--- src/rtl/eth_fcs_engine.sv ---
// Ethernet FCS engine: IEEE 802.3 CRC-32 at one byte per cycle. TX pads short frames and
// appends the FCS; RX checks the FCS and can strip the trailing four bytes from the output.
module eth_fcs_engine #(
    parameter int MIN_BYTES = 60,
    parameter bit STRIP_FCS = 1'b1
) (
    input  logic       i_clk,
    input  logic       i_rst,
    input  logic       i_mode,
    input  logic       i_dv,
    input  logic [7:0] i_data,
    output logic       o_dv,
    output logic [7:0] o_data,
    output logic       o_busy,
    output logic       o_done,
    output logic       o_fcs_ok,
    output logic       o_overrun
);

    typedef enum logic [2:0] {S_IDLE, S_DATA, S_PAD, S_FCS, S_GAP} state_t;

    localparam logic [31:0] CRC_INIT    = 32'hFFFF_FFFF;
    localparam logic [31:0] CRC_RESIDUE = 32'hDEBB_20E3;
    localparam logic [15:0] MIN_W       = 16'(MIN_BYTES);

    state_t      state;
    logic [31:0] crc;
    logic [15:0] cnt;
    logic        mode_q;
    logic [1:0]  fcs_idx;
    logic [7:0]  dat_p0, dat_p1, dat_p2, dat_p3;
    logic        vld_p0, vld_p1, vld_p2, vld_p3;

    logic        accept, frame_rx, shift_en, pad_need, pad_last;
    logic [15:0] cnt_inc;
    logic [31:0] crc_data, crc_pad, fcs_word;
    logic [7:0]  fcs_byte;

    function automatic logic [31:0] crc_fold(input logic [31:0] crc_in, input logic [7:0] byte_in);
        logic [31:0] c;
        c = crc_in ^ {24'd0, byte_in};
        for (int i = 0; i < 8; i++) begin
            c = c[0] ? ((c >> 1) ^ 32'hEDB8_8320) : (c >> 1);
        end
        return c;
    endfunction

    assign accept   = i_dv && (state == S_IDLE || state == S_DATA);
    assign frame_rx = (state == S_IDLE) ? i_mode : mode_q;
    assign shift_en = accept && frame_rx && STRIP_FCS;
    assign cnt_inc  = (cnt == 16'hFFFF) ? cnt : cnt + 16'd1;
    assign crc_data = crc_fold(crc, i_data);
    assign crc_pad  = crc_fold(crc, 8'h00);
    assign fcs_word = ~crc;
    assign fcs_byte = fcs_word[{fcs_idx, 3'b000} +: 8];
    assign pad_need = (cnt < MIN_W);
    assign pad_last = (cnt_inc >= MIN_W);

    // Strip delay line: p0 newest .. p3 oldest; a byte leaves only once four newer ones exist
    always_ff @(posedge i_clk or posedge i_rst) begin
        if (i_rst) begin
            dat_p0 <= 8'h00;
            dat_p1 <= 8'h00;
            dat_p2 <= 8'h00;
            dat_p3 <= 8'h00;
            vld_p0 <= 1'b0;
            vld_p1 <= 1'b0;
            vld_p2 <= 1'b0;
            vld_p3 <= 1'b0;
        end else if (state == S_GAP) begin
            vld_p0 <= 1'b0;
            vld_p1 <= 1'b0;
            vld_p2 <= 1'b0;
            vld_p3 <= 1'b0;
        end else if (shift_en) begin
            dat_p0 <= i_data;
            dat_p1 <= dat_p0;
            dat_p2 <= dat_p1;
            dat_p3 <= dat_p2;
            vld_p0 <= 1'b1;
            vld_p1 <= vld_p0;
            vld_p2 <= vld_p1;
            vld_p3 <= vld_p2;
        end
    end

    // Frame control and registered outputs
    always_ff @(posedge i_clk or posedge i_rst) begin
        if (i_rst) begin
            state     <= S_IDLE;
            crc       <= CRC_INIT;
            cnt       <= 16'd0;
            mode_q    <= 1'b0;
            fcs_idx   <= 2'd0;
            o_dv      <= 1'b0;
            o_data    <= 8'h00;
            o_busy    <= 1'b0;
            o_done    <= 1'b0;
            o_fcs_ok  <= 1'b0;
            o_overrun <= 1'b0;
        end else begin
            o_dv      <= 1'b0;
            o_data    <= 8'h00;
            o_done    <= 1'b0;
            o_overrun <= i_dv && (state == S_PAD || state == S_FCS || state == S_GAP);

            if (accept) begin
                if (shift_en) begin
                    o_dv   <= vld_p3;
                    o_data <= vld_p3 ? dat_p3 : 8'h00;
                end else begin
                    o_dv   <= 1'b1;
                    o_data <= i_data;
                end
            end

            case (state)
                S_IDLE: begin
                    crc <= CRC_INIT;
                    if (i_dv) begin
                        state  <= S_DATA;
                        mode_q <= i_mode;
                        cnt    <= 16'd1;
                        crc    <= crc_data;
                        o_busy <= 1'b1;
                    end
                end
                S_DATA: begin
                    if (i_dv) begin
                        crc <= crc_data;
                        cnt <= cnt_inc;
                    end else if (mode_q) begin
                        o_done   <= 1'b1;
                        o_fcs_ok <= (crc == CRC_RESIDUE) && (cnt >= 16'd5);
                        o_busy   <= 1'b0;
                        state    <= S_GAP;
                    end else if (pad_need) begin
                        // First pad byte goes out on the cycle right after the last data byte
                        o_dv    <= 1'b1;
                        crc     <= crc_pad;
                        cnt     <= cnt_inc;
                        fcs_idx <= 2'd0;
                        state   <= pad_last ? S_FCS : S_PAD;
                    end else begin
                        o_dv    <= 1'b1;
                        o_data  <= fcs_word[7:0];
                        fcs_idx <= 2'd1;
                        state   <= S_FCS;
                    end
                end
                S_PAD: begin
                    o_dv <= 1'b1;
                    crc  <= crc_pad;
                    cnt  <= cnt_inc;
                    if (pad_last) state <= S_FCS;
                end
                S_FCS: begin
                    o_dv    <= 1'b1;
                    o_data  <= fcs_byte;
                    fcs_idx <= fcs_idx + 2'd1;
                    if (fcs_idx == 2'd3) begin
                        o_done   <= 1'b1;
                        o_fcs_ok <= 1'b0;
                        o_busy   <= 1'b0;
                        state    <= S_GAP;
                    end
                end
                S_GAP: begin
                    crc   <= CRC_INIT;
                    cnt   <= 16'd0;
                    state <= S_IDLE;
                end
                default: state <= S_IDLE;
            endcase
        end
    end

endmodule

--- config.mk ---
export PLATFORM = sky130hd
export DESIGN_NAME = eth_fcs_engine
export DESIGN_NICKNAME = d
export VERILOG_FILES = /design/src/rtl/eth_fcs_engine.sv
export SDC_FILE = /design/constraint.sdc
export NUM_CORES = 1
export LEC_CHECK = 0
export CORE_ASPECT_RATIO = 0.8
export CORE_UTILIZATION = 30
export DETAILED_ROUTE_END_ITERATION = 12
export PLACE_DENSITY = 0.52
export SLEW_MARGIN = 20
export SYNTH_ARGS = -nofsm -noshare
export SYNTH_HDL_FRONTEND = slang
export SYNTH_SLANG_ARGS = --single-unit
--- constraint.sdc ---
create_clock -name i_clk -period 4.8 [get_ports i_clk]
set_clock_uncertainty 0.05 [all_clocks]
set_input_delay 1.44 -clock i_clk [delete_from_list [all_inputs] [get_ports i_clk]]
set_output_delay 1.44 -clock i_clk [all_outputs]
set_load 0.03 [all_outputs]
==> impl_results.md, run 1 <==
* Setup Buffers After CTS at 0
* Synth top area share at 0.234
* Hold Path Stages at 2
* RSZ-0062 raised after global routing: no
* Setup crit end kind: flip-flop
* Fin crit share at 0.754
* Critical Path RT at 5.06 ns
* Max cap viols at 0
* Total grt overflow at 0
* First-pass GRT wire length at 38900 µm
* R2R depth at 6
* Slew Limit Fails at 0
* Synth Flop Type: dfrtp_1
* Final min period at 3.62 ns
* Area grow syn2layout at 10.9%
* I/O Buffers at 24
* Clock-pin slew on the worst setup and hold paths at roughly 0.08 ns
* Worst R2R Start: cnt[11]
* Residual DRC count at 1
* Startpoint types: input pin
* Total track usage at 0.199
* Min-Delay Path Class: flip-flop to flip-flop
* Post-synth cell types at 67
* Post-synthesis register bit count at slightly above 100
* Mapped Avg Cell Area at 8.41 µm²
* Cts bufs inserted at 9
* Root Buffer: clkbuf_16
* Worst EP arrival at 3.88 ns
* H-tree level count at 3
* CP Class: input pin to flip-flop
* Die X at 180 µm
* FF+latch area at about 2600 µm²
* Violated checks: DRC
* HP Start: dat_p2[2]
* Placer Congestion at 0.923
* Core area at 24600 µm²
* Footprint of the multi-input gates at 4600 µm²
* Hpwl dp at 17500 µm
* DR WL/cell at roughly 21 µm
* Register area share after synthesis at 0.345
* Highest metal used: met4
* TritonCTS Sinks at approximately 100
* Remaining antenna violation count at 0
* DR WL met3 at 2200 µm
* TritonCTS clock tree: yes
* Critical path fanouts, max at 9
* # rows at 51
* Cell area after synthesis at 7590 µm²
* Worst-skew pair later-pin latency at about 0.37 ns
* Async S/R FF share, synth at 1.00
* Num ports at 25
* Via count at around 6700
* R2R Path End: cnt[5]
* Largest net degree at the start of global routing at 104
* Fmax at 276 MHz
* Initial Utilization at 0.309
* Final setup viols at 0
* Number of global-route vias before repair at 6348
* Post-synth top area cell: dfrtp_1
* Relative slew slack at 0.325
* Nets at around 900
* Routed vias/inst at 5.55
* Iter 0 DRT Violations at 653
* Clock Path Buffers at 2
* Reg-to-reg slack, setup at 1.98 ns
* Slew @ Worst Pin at about 1.0 ns
* Synth top area cells: dfrtp_1 23%, dfstp_2 11%, xnor2_1 9.8%
* Status: complete, but fails checks
* Synthesized instance count at 903
* Initial antenna violation count at 0
* Final wirelength at about 25000 µm
* Die Y-Extent at around 140 µm
* Post-synth EDFFs at 0
* DR WL met2 at 10000 µm
* Synthesis Warnings at 0
* Cts repair resizes at 0
* Hold Violations, Final at 0
* Die area at 25900 µm²
* Sink of the worst hold path: dat_p3[2]
* TritonRoute pass-1 iters at 9
* Fill cells at 2518
* Syn Nets at 922
* Share of cells above drive strength 1 at 0.104
* Cts hold-fix bufs at 0
* Met1 wire length at between 10000 and 15000 µm
* Final TNS setup at 0 ns
* Antenna cells at 0
-- how the worst max path moves through the flow --
stage | depth (start not counted) | slack (ns) | endpoint | from
6_report | 7 | 1.18 | crc[20] | i_data[3]
5_1_grt | 7 | 1.08 | crc[20] | i_data[3]
4_1_cts | 7 | 1.20 | crc[20] | i_data[3]
3_5_place_dp | 7 | 0.81 | crc[20] | i_data[3]
3_3_place_gp | 7 | 0.91 | crc[29] | i_data[6]
2_1_floorplan | 1 | 0.66 | cnt[0] | i_rst
-- registers in the layout, indices dropped and copies added (netlist names) --
name	count
cnt	16
crc	32
dat_p0	8
dat_p1	8
dat_p2	8
dat_p3	8
fcs_idx	2
mode_q	1
o_busy	1
o_data	8
o_done	1
o_dv	1
o_fcs_ok	1
o_overrun	1
state	3
vld_p0	1
vld_p1	1
vld_p2	1
vld_p3	1
-- Yosys cell counts (5+ instances only) --
library cell and count:
buf_1 7, xor2_1 31, xnor2_1 85, o211ai_1 12, a31oi_1 15, o221ai_1 11
a21oi_1 52, nand2b_1 11, nor2_1 60, nor4_1 8, mux2i_1 8, xnor2_2 7
buf_2 15, ha_1 7, clkbuf_1 42, a221oi_1 6, o21a_1 5, buf_4 5
xnor3_1 7, dfstp_2 32, nand3_1 22, a22o_1 5, nand4_1 12, o22a_1 9
dfrtp_1 71, inv_1 17, a21o_1 7, nand2_1 178, nor3_1 16, o22ai_1 12
o31ai_1 10, o21ai_0 58
-- through the flow --
step / cell area (µm²) / hold slack (ns) / instances / setup WS (ns) / utilization
6_report: 8420 / 0.416 / 1210 / 1.18 / 0.343
5_1_grt: 8420 / 0.451 / 1210 / 1.08 / 0.343
4_1_cts: 8420 / 0.418 / 1210 / 1.20 / 0.343
3_5_place_dp: 8080 / 0.399 / 1194 / 0.814 / 0.329
3_3_place_gp: 8080 / 0.397 / 1194 / 0.910 / 0.329
2_1_floorplan: 7590 / 0.388 / 903 / 0.659 / -
-- area by class of cell --
cell class / count / area share
multi-input combinational: 712 / 0.546
sequential: 103 / 0.311
tap: 318 / 0.0472
timing repair buffer: 43 / 0.0469
clock buffer: 11 / 0.0300
clock inverter: 5 / 0.0104
inverter: 18 / 0.00832
-- per-layer routing --
| metal | global-route usage | up-vias |
|---|---|---|
| met2 | 0.281 | 310 |
| met4 | 0.0540 | 0 |
| met5 | 0 | - |
| met3 | 0.0471 | 29 |
| met1 | 0.297 | 3254 |
| li1 | - | 3117 |
-- cell families (layout without fill, tap and decap cells) --
logic type,count (synthesis),after routing,share of synthesized area
simple gates,326,326,0.187
xor+xnor,136,136,0.189
fa+ha+maj,7,7,0.0115
buf+inv,88,77,0.0494
mux,13,13,0.0194
flops,103,103,0.345
compound gates,230,230,0.198
-- critical path, cell delays in order --
cell and delay (ns):
clkdlybuf4s50_1 0.76, xor2_1 0.29, xnor2_2 0.18, xnor2_2 0.42, xor3_1 0.42, o21ai_0 0.20, a22o_1 0.15
-- layout by cell type, fill, tap and decap left out, drive strengths merged, types with 6 or more instances in the layout --
cell type      synthesis  routed
xor2                  34      34
clkdlybuf4s50          0      24
clkbuf                42      11
nand2                178     178
o211ai                12      12
dfrtp                 71      71
nand4                 12      12
nand2b                11      11
a21o                   7       7
a221oi                 6       6
dfstp                 32      32
o31ai                 10      10
o21ai                 58      58
nor3                  16      16
mux2i                  8       8
nor2                  60      60
a31oi                 15      15
ha                     7       7
o22ai                 13      13
buf                   28      19
nor4                   8       8
a21oi                 52      52
inv                   17      19
xnor2                 94      94
o22a                   9       9
xnor3                  7       7
o221ai                11      11
nand3                 22      22
Power of run 1 is not shown: default switching activity piles up to over one toggle a cycle in this logic, so the estimate is an artifact.
==> inputs of run 2 (changes only) <==
- clock period: 4.8 -> 3.6 ns (I/O delays scaled with it)
==> run 2 against run 1 <==
Compared with the run above:
- the flow now finishes without violations
- non-clock buffer count up 30
- core utilization is 0.97 points higher
- wire length rose by 6.2%
- first-iteration DRC count rose by 2.8%
- cell count increased by 2.5%
- sequential cell count unchanged
- global-route usage grew 0.97 points
==> impl_results.md, run 2 (synthesis results as in run 1) <==
* Placer Congestion at 0.964 (+4.4%)
* Core area at 24600 µm² (unchanged)
* Largest register FFs at 32 (unchanged)
* Total grt overflow at 0 (unchanged)
* HP Start: dat_p2[6]
* Slew @ Worst Pin at 0.882 ns (-0.126 ns)
* Startpoint types: input pin
* Fill cells at 2548 (+1.2%)
* Status: finished, final reports clean
* Die area at 25900 µm² (unchanged)
* Via count at 6789 (+1.2%)
* Min-Delay Path Class: flip-flop to flip-flop
* Hpwl dp at 19000 µm (+8.9%)
* Max cap viols at 0 (unchanged)
* Iter 0 DRT Violations at 671 (+2.8%)
* DR WL/cell at 21.3 µm (+3.6%)
* Initial Utilization at 0.309 (unchanged)
* Final min period at slightly above 3 ns
* TritonRoute pass-1 iters at 7 (-2)
* Share of cells above drive strength 1 at 0.132 (+0.0281)
* Cts hold-fix bufs at 0 (unchanged)
* Num ports at 25 (unchanged)
* Slew Limit Fails at 0 (unchanged)
* Worst R2R Start: cnt[12]
* Residual DRC count at 0 (-1)
* Routed vias/inst at 5.48 (-1.3%)
* Die Y-Extent at 144 µm (unchanged)
* Area grow syn2layout at 14.1%
* Setup Buffers After CTS at 0 (unchanged)
* Most frequent cells in the layout: 178 x nand2_1, 85 x xnor2_1, 71 x dfrtp_1
* Initial antenna violation count at 0 (unchanged)
* Hold Violations, Final at 0 (unchanged)
* Commonest non-fill, non-tap cell in the layout: nand2_1
* Remaining antenna violation count at 0 (unchanged)
* CP Class: input pin to flip-flop
* Hold Path Stages at 2 (unchanged)
* Fin crit share at 0.840
* RSZ-0062 raised after global routing: no
* Critical Path RT at 3.86 ns (-1.20 ns)
* Worst setup path startpoint: i_data[1]
* I/O Buffers at 24 (unchanged)
* Most flop-heavy register: crc
* TritonCTS clock tree: yes
* First-pass GRT wire length at 40200 µm (+3.4%)
* Reg-to-reg slack, setup at 0.76 ns (-1.22 ns)
* Fmax at ~330 MHz
* Total track usage at 0.209 (+0.00971)
* Clock-pin slew on the worst setup and hold paths at 0.07 ns (about the same)
* Relative slew slack at 0.407 (+0.0818)
* Nets at 936 (+3.3%)
* Largest net degree at the start of global routing at 104 (unchanged)
* Final wirelength at 26400 µm (+6.2%)
* Worst EP arrival at 3.29 ns (-0.59 ns)
* Cts bufs inserted at 9 (unchanged)
* Clock Path Buffers at 2 (unchanged)
* Worst-skew pair later-pin latency at 0.38 ns (about the same)
* Largest regs: crc: 32 flops, cnt: 16 flops
* Final TNS setup at 0 ns (unchanged)
* Critical path fanouts, max at 6 (-3)
* Final setup viols at 0 (unchanged)
* Final WS setup at 0.575 ns (-0.607 ns)
* R2R depth at 8 (+2)
* H-tree level count at 3 (unchanged)
* Setup crit end kind: flip-flop
* Dpl ws at 0.189 ns (-0.625 ns)
* Antenna cells at 0 (unchanged)
* Sink of the worst hold path: dat_p3[6]
* # rows at 51 (unchanged)
* Number of global-route vias before repair at 6358 (+0.16%)
* R2R Path End: crc[16]
* Cts repair resizes at 0 (unchanged)
* TritonCTS Sinks at 103 (unchanged)
* Die X at 180 µm (unchanged)
* Root Buffer: clkbuf_16
[run 2: changes by cell type in the layout (fill, tap and decap cells not counted), sizes merged]
cell	change
buf	+30
clkinv	+1
inv	-1
[run 2: worst max-delay path, stage by stage]
cell and delay, ns:
clkdlybuf4s50_1 0.59, xnor2_2 0.34, xor2_4 0.16, xnor2_2 0.39, xor3_1 0.41, o21ai_0 0.16, a22o_1 0.14
[run 2: worst max-delay path by stage]
| stage | to | slack (ns) | depth (start not counted) |
|---|---|---|---|
| floorplan | crc[20] | 0.81 | 7 |
| global placement | crc[24] | 0.24 | 7 |
| detailed placement | crc[20] | 0.19 | 7 |
| CTS | crc[20] | 0.58 | 7 |
| global route | crc[20] | 0.43 | 7 |
| finish | crc[20] | 0.58 | 7 |
[run 2: layer usage]
metal | vias up | share of wire | routed length (µm) | GRT usage
li1 | 3178 | - | - | -
met1 | 3321 | 0.51 | 13500 | 0.320
met2 | 260 | 0.39 | 10300 | 0.281
met3 | 30 | 0.086 | 2260 | 0.0557
met4 | 0 | 0.014 | 379 | 0.0522
met5 | - | 0 | 0 | 0
[run 2: layout make-up]
class / count / area (µm²) / area share
tap: 318 / 398 / 0.0459
timing repair buffer: 73 / 633 / 0.0731
clock inverter: 5 / 88.8 / 0.0103
sequential: 103 / 2620 / 0.302
multi-input combinational: 712 / 4610 / 0.532
clock buffer: 11 / 243 / 0.0280
inverter: 18 / 71.3 / 0.00824
[run 2: stage by stage]
| step | area, µm² | utilization | cells | hold slack, ns |
|---|---|---|---|---|
| 3_3_place_gp | 8320 | 0.339 | 1224 | 0.396 |
| 3_5_place_dp | 8320 | 0.339 | 1224 | 0.397 |
| 6_report | 8660 | 0.352 | 1240 | 0.414 |
| 2_1_floorplan | 7590 | - | 903 | 0.388 |
| 4_1_cts | 8650 | 0.352 | 1240 | 0.417 |
| 5_1_grt | 8660 | 0.352 | 1240 | 0.446 |
Power of run 2 is left out for the same reason.
==> inputs of run 3 (changes only) <==
- clock period: 3.6 -> 2.8 ns (I/O delays scaled with it)
==> run 3 against run 2 <==
Compared with the run above:
- cell count increased by 4.0%
- critical path depth is the same
- highest routed layer unchanged
- core utilization grew 1.6 points
- critical endpoint is now crc[15]
- via count increased by 3.2%
- register-to-register slack lost 0.53 ns
- sequential share of layout area is 1.3 points lower
- hold slack about the same
- first-iteration DRC count increased by 7.3%
- wire length about the same
- non-clock buffer count grew 49
==> impl_results.md, run 3 (synthesis results as in run 1) <==
* CP cell instances: clkdlybuf4s50_1, xnor2_1, xnor2_1, xnor3_1, a2bb2oi_1, o22ai_1, a21oi_1
* Hpwl dp at 19400 µm (+2.2%)
* Largest net degree at the start of global routing at 104 (unchanged)
* Slew Limit Fails at 0 (unchanged)
* Nets at 985 (+5.2%)
* Startpoint types: input pin
* Cts repair resizes at 0 (unchanged)
* Number of global-route vias before repair at 6604 (+3.9%)
* Num ports at 25 (unchanged)
* # rows at 51 (unchanged)
* Cts hold-fix bufs at 0 (unchanged)
* I/O Buffers at 24 (unchanged)
* First-pass GRT wire length at 40700 µm (+1.1%)
* Dpl ws at -0.175 ns (-0.364 ns)
* Cts bufs inserted at 9 (unchanged)
* Initial antenna violation count at 0 (unchanged)
* Largest regs: crc: 32 flops, cnt: 16 flops
* Area grow syn2layout at 19.2%
* Fmax at 379 MHz
* Worst path most repeated cell: xnor2_1
* Initial Utilization at 0.309 (unchanged)
* Status: finished, final reports clean
* Worst EP arrival at 2.89 ns (-0.40 ns)
* Root Buffer: clkbuf_16
* Fin crit share at 0.943
* Via count at 7006 (+3.2%)
* Critical path fanouts, max at 4 (-2)
* Core area at 24600 µm² (unchanged)
* Die Y-Extent at 144 µm (unchanged)
* Die area at 25900 µm² (unchanged)
* DR WL/cell at 20.4 µm (-3.9%)
* Hold Violations, Final at 0 (unchanged)
* Commonest non-fill, non-tap cell in the layout: nand2_1
* Max cap viols at 0 (unchanged)
* Antenna cells at 0 (unchanged)
* Setup crit end kind: flip-flop
* Total track usage at 0.210 (+0.00147)
* Critical Path RT at 3.05 ns (-0.81 ns)
* Largest register FFs at 32 (unchanged)
* Slowest cell on the critical path: clkdlybuf4s50_1
* Final min period at around 2.6 ns
* Die X at 180 µm (unchanged)
* Clock-pin slew on the worst setup and hold paths at 0.08 ns (about the same)
* Most flop-heavy register: crc
* Min-Delay Path Class: flip-flop to flip-flop
* Relative slew slack at 0.432 (+0.0249)
* Routed vias/inst at 5.44 (-0.73%)
* Final wirelength at 26300 µm (about the same)
* Final WS setup at 0.160 ns (-0.415 ns)
* Residual DRC count at 0 (unchanged)
* Share of cells above drive strength 1 at 0.176 (+0.0438)
* Iter 0 DRT Violations at 720 (+7.3%)
* Placer Congestion at 0.961 (-0.30%)
* Total grt overflow at 0 (unchanged)
* Worst-skew pair later-pin latency at 0.37 ns (about the same)
* Clock Path Buffers at 2 (unchanged)
* CP Class: input pin to flip-flop
* TritonCTS Sinks at 103 (unchanged)
* Most frequent cells in the layout: 178 x nand2_1, 92 x buf_4, 85 x xnor2_1
* Setup Buffers After CTS at 0 (unchanged)
* Slew @ Worst Pin at 0.845 ns (-0.0371 ns)
* TritonRoute pass-1 iters at 5 (-2)
* RSZ-0062 raised after global routing: no
* Remaining antenna violation count at 0 (unchanged)
* Final TNS setup at 0 ns (unchanged)
* H-tree level count at 3 (unchanged)
* Final setup viols at 0 (unchanged)
* Crit path largest cell delay at 0.61 ns (+0.02 ns)
* TritonCTS clock tree: yes
* Worst hold margin at 0.414 ns (+0.000168 ns)
run 3: layer usage:
metal	up-vias	GRT usage	wire length, µm
li1	3290	-	-
met1	3400	0.310	13000
met2	295	0.298	10400
met3	21	0.0584	2480
met4	0	0.0499	382
met5	-	0	0
run 3: worst max-delay path: cells and delay by family:
| family | cells | cell delay (ns) |
|---|---|---|
| compound gates | 3 | 0.40 |
| xor+xnor | 3 | 1.04 |
| buf+inv | 1 | 0.61 |
run 3: layout make-up:
| class | count | area [µm²] |
|---|---|---|
| clock inverters | 4 | 52.6 |
| well taps | 318 | 398 |
| flip-flops and latches | 103 | 2620 |
| inverters | 18 | 71.3 |
| repair buffers | 122 | 1050 |
| multi-input cells | 712 | 4600 |
| clock buffers | 12 | 256 |
| fillers | 2510 | 15500 |
run 3: final timing paths:
| kind | from | end | slack, ns | cells past startpoint |
|---|---|---|---|---|
| max reg2reg | cnt[14] | cnt[9] | 0.23 | 7 |
| max | i_data[1] | crc[15] | 0.16 | 7 |
| min | dat_p1[0] | dat_p2[0] | 0.41 | 2 |
| max in group asynchronous | i_rst | o_data[4] | 1.32 | 3 |
| min reg2reg | dat_p1[0] | dat_p2[0] | 0.41 | 2 |
| min in group asynchronous | i_rst | dat_p2[2] | 0.93 | 3 |
run 3: metrics by stage:
stage	std cells	instance area, µm²	util
floorplan	903	7590	-
global placement	1273	8740	0.356
detailed placement	1273	8740	0.356
CTS	1289	9050	0.368
global route	1289	9050	0.368
finish	1289	9050	0.368
Power of run 3 is left out for the same reason.
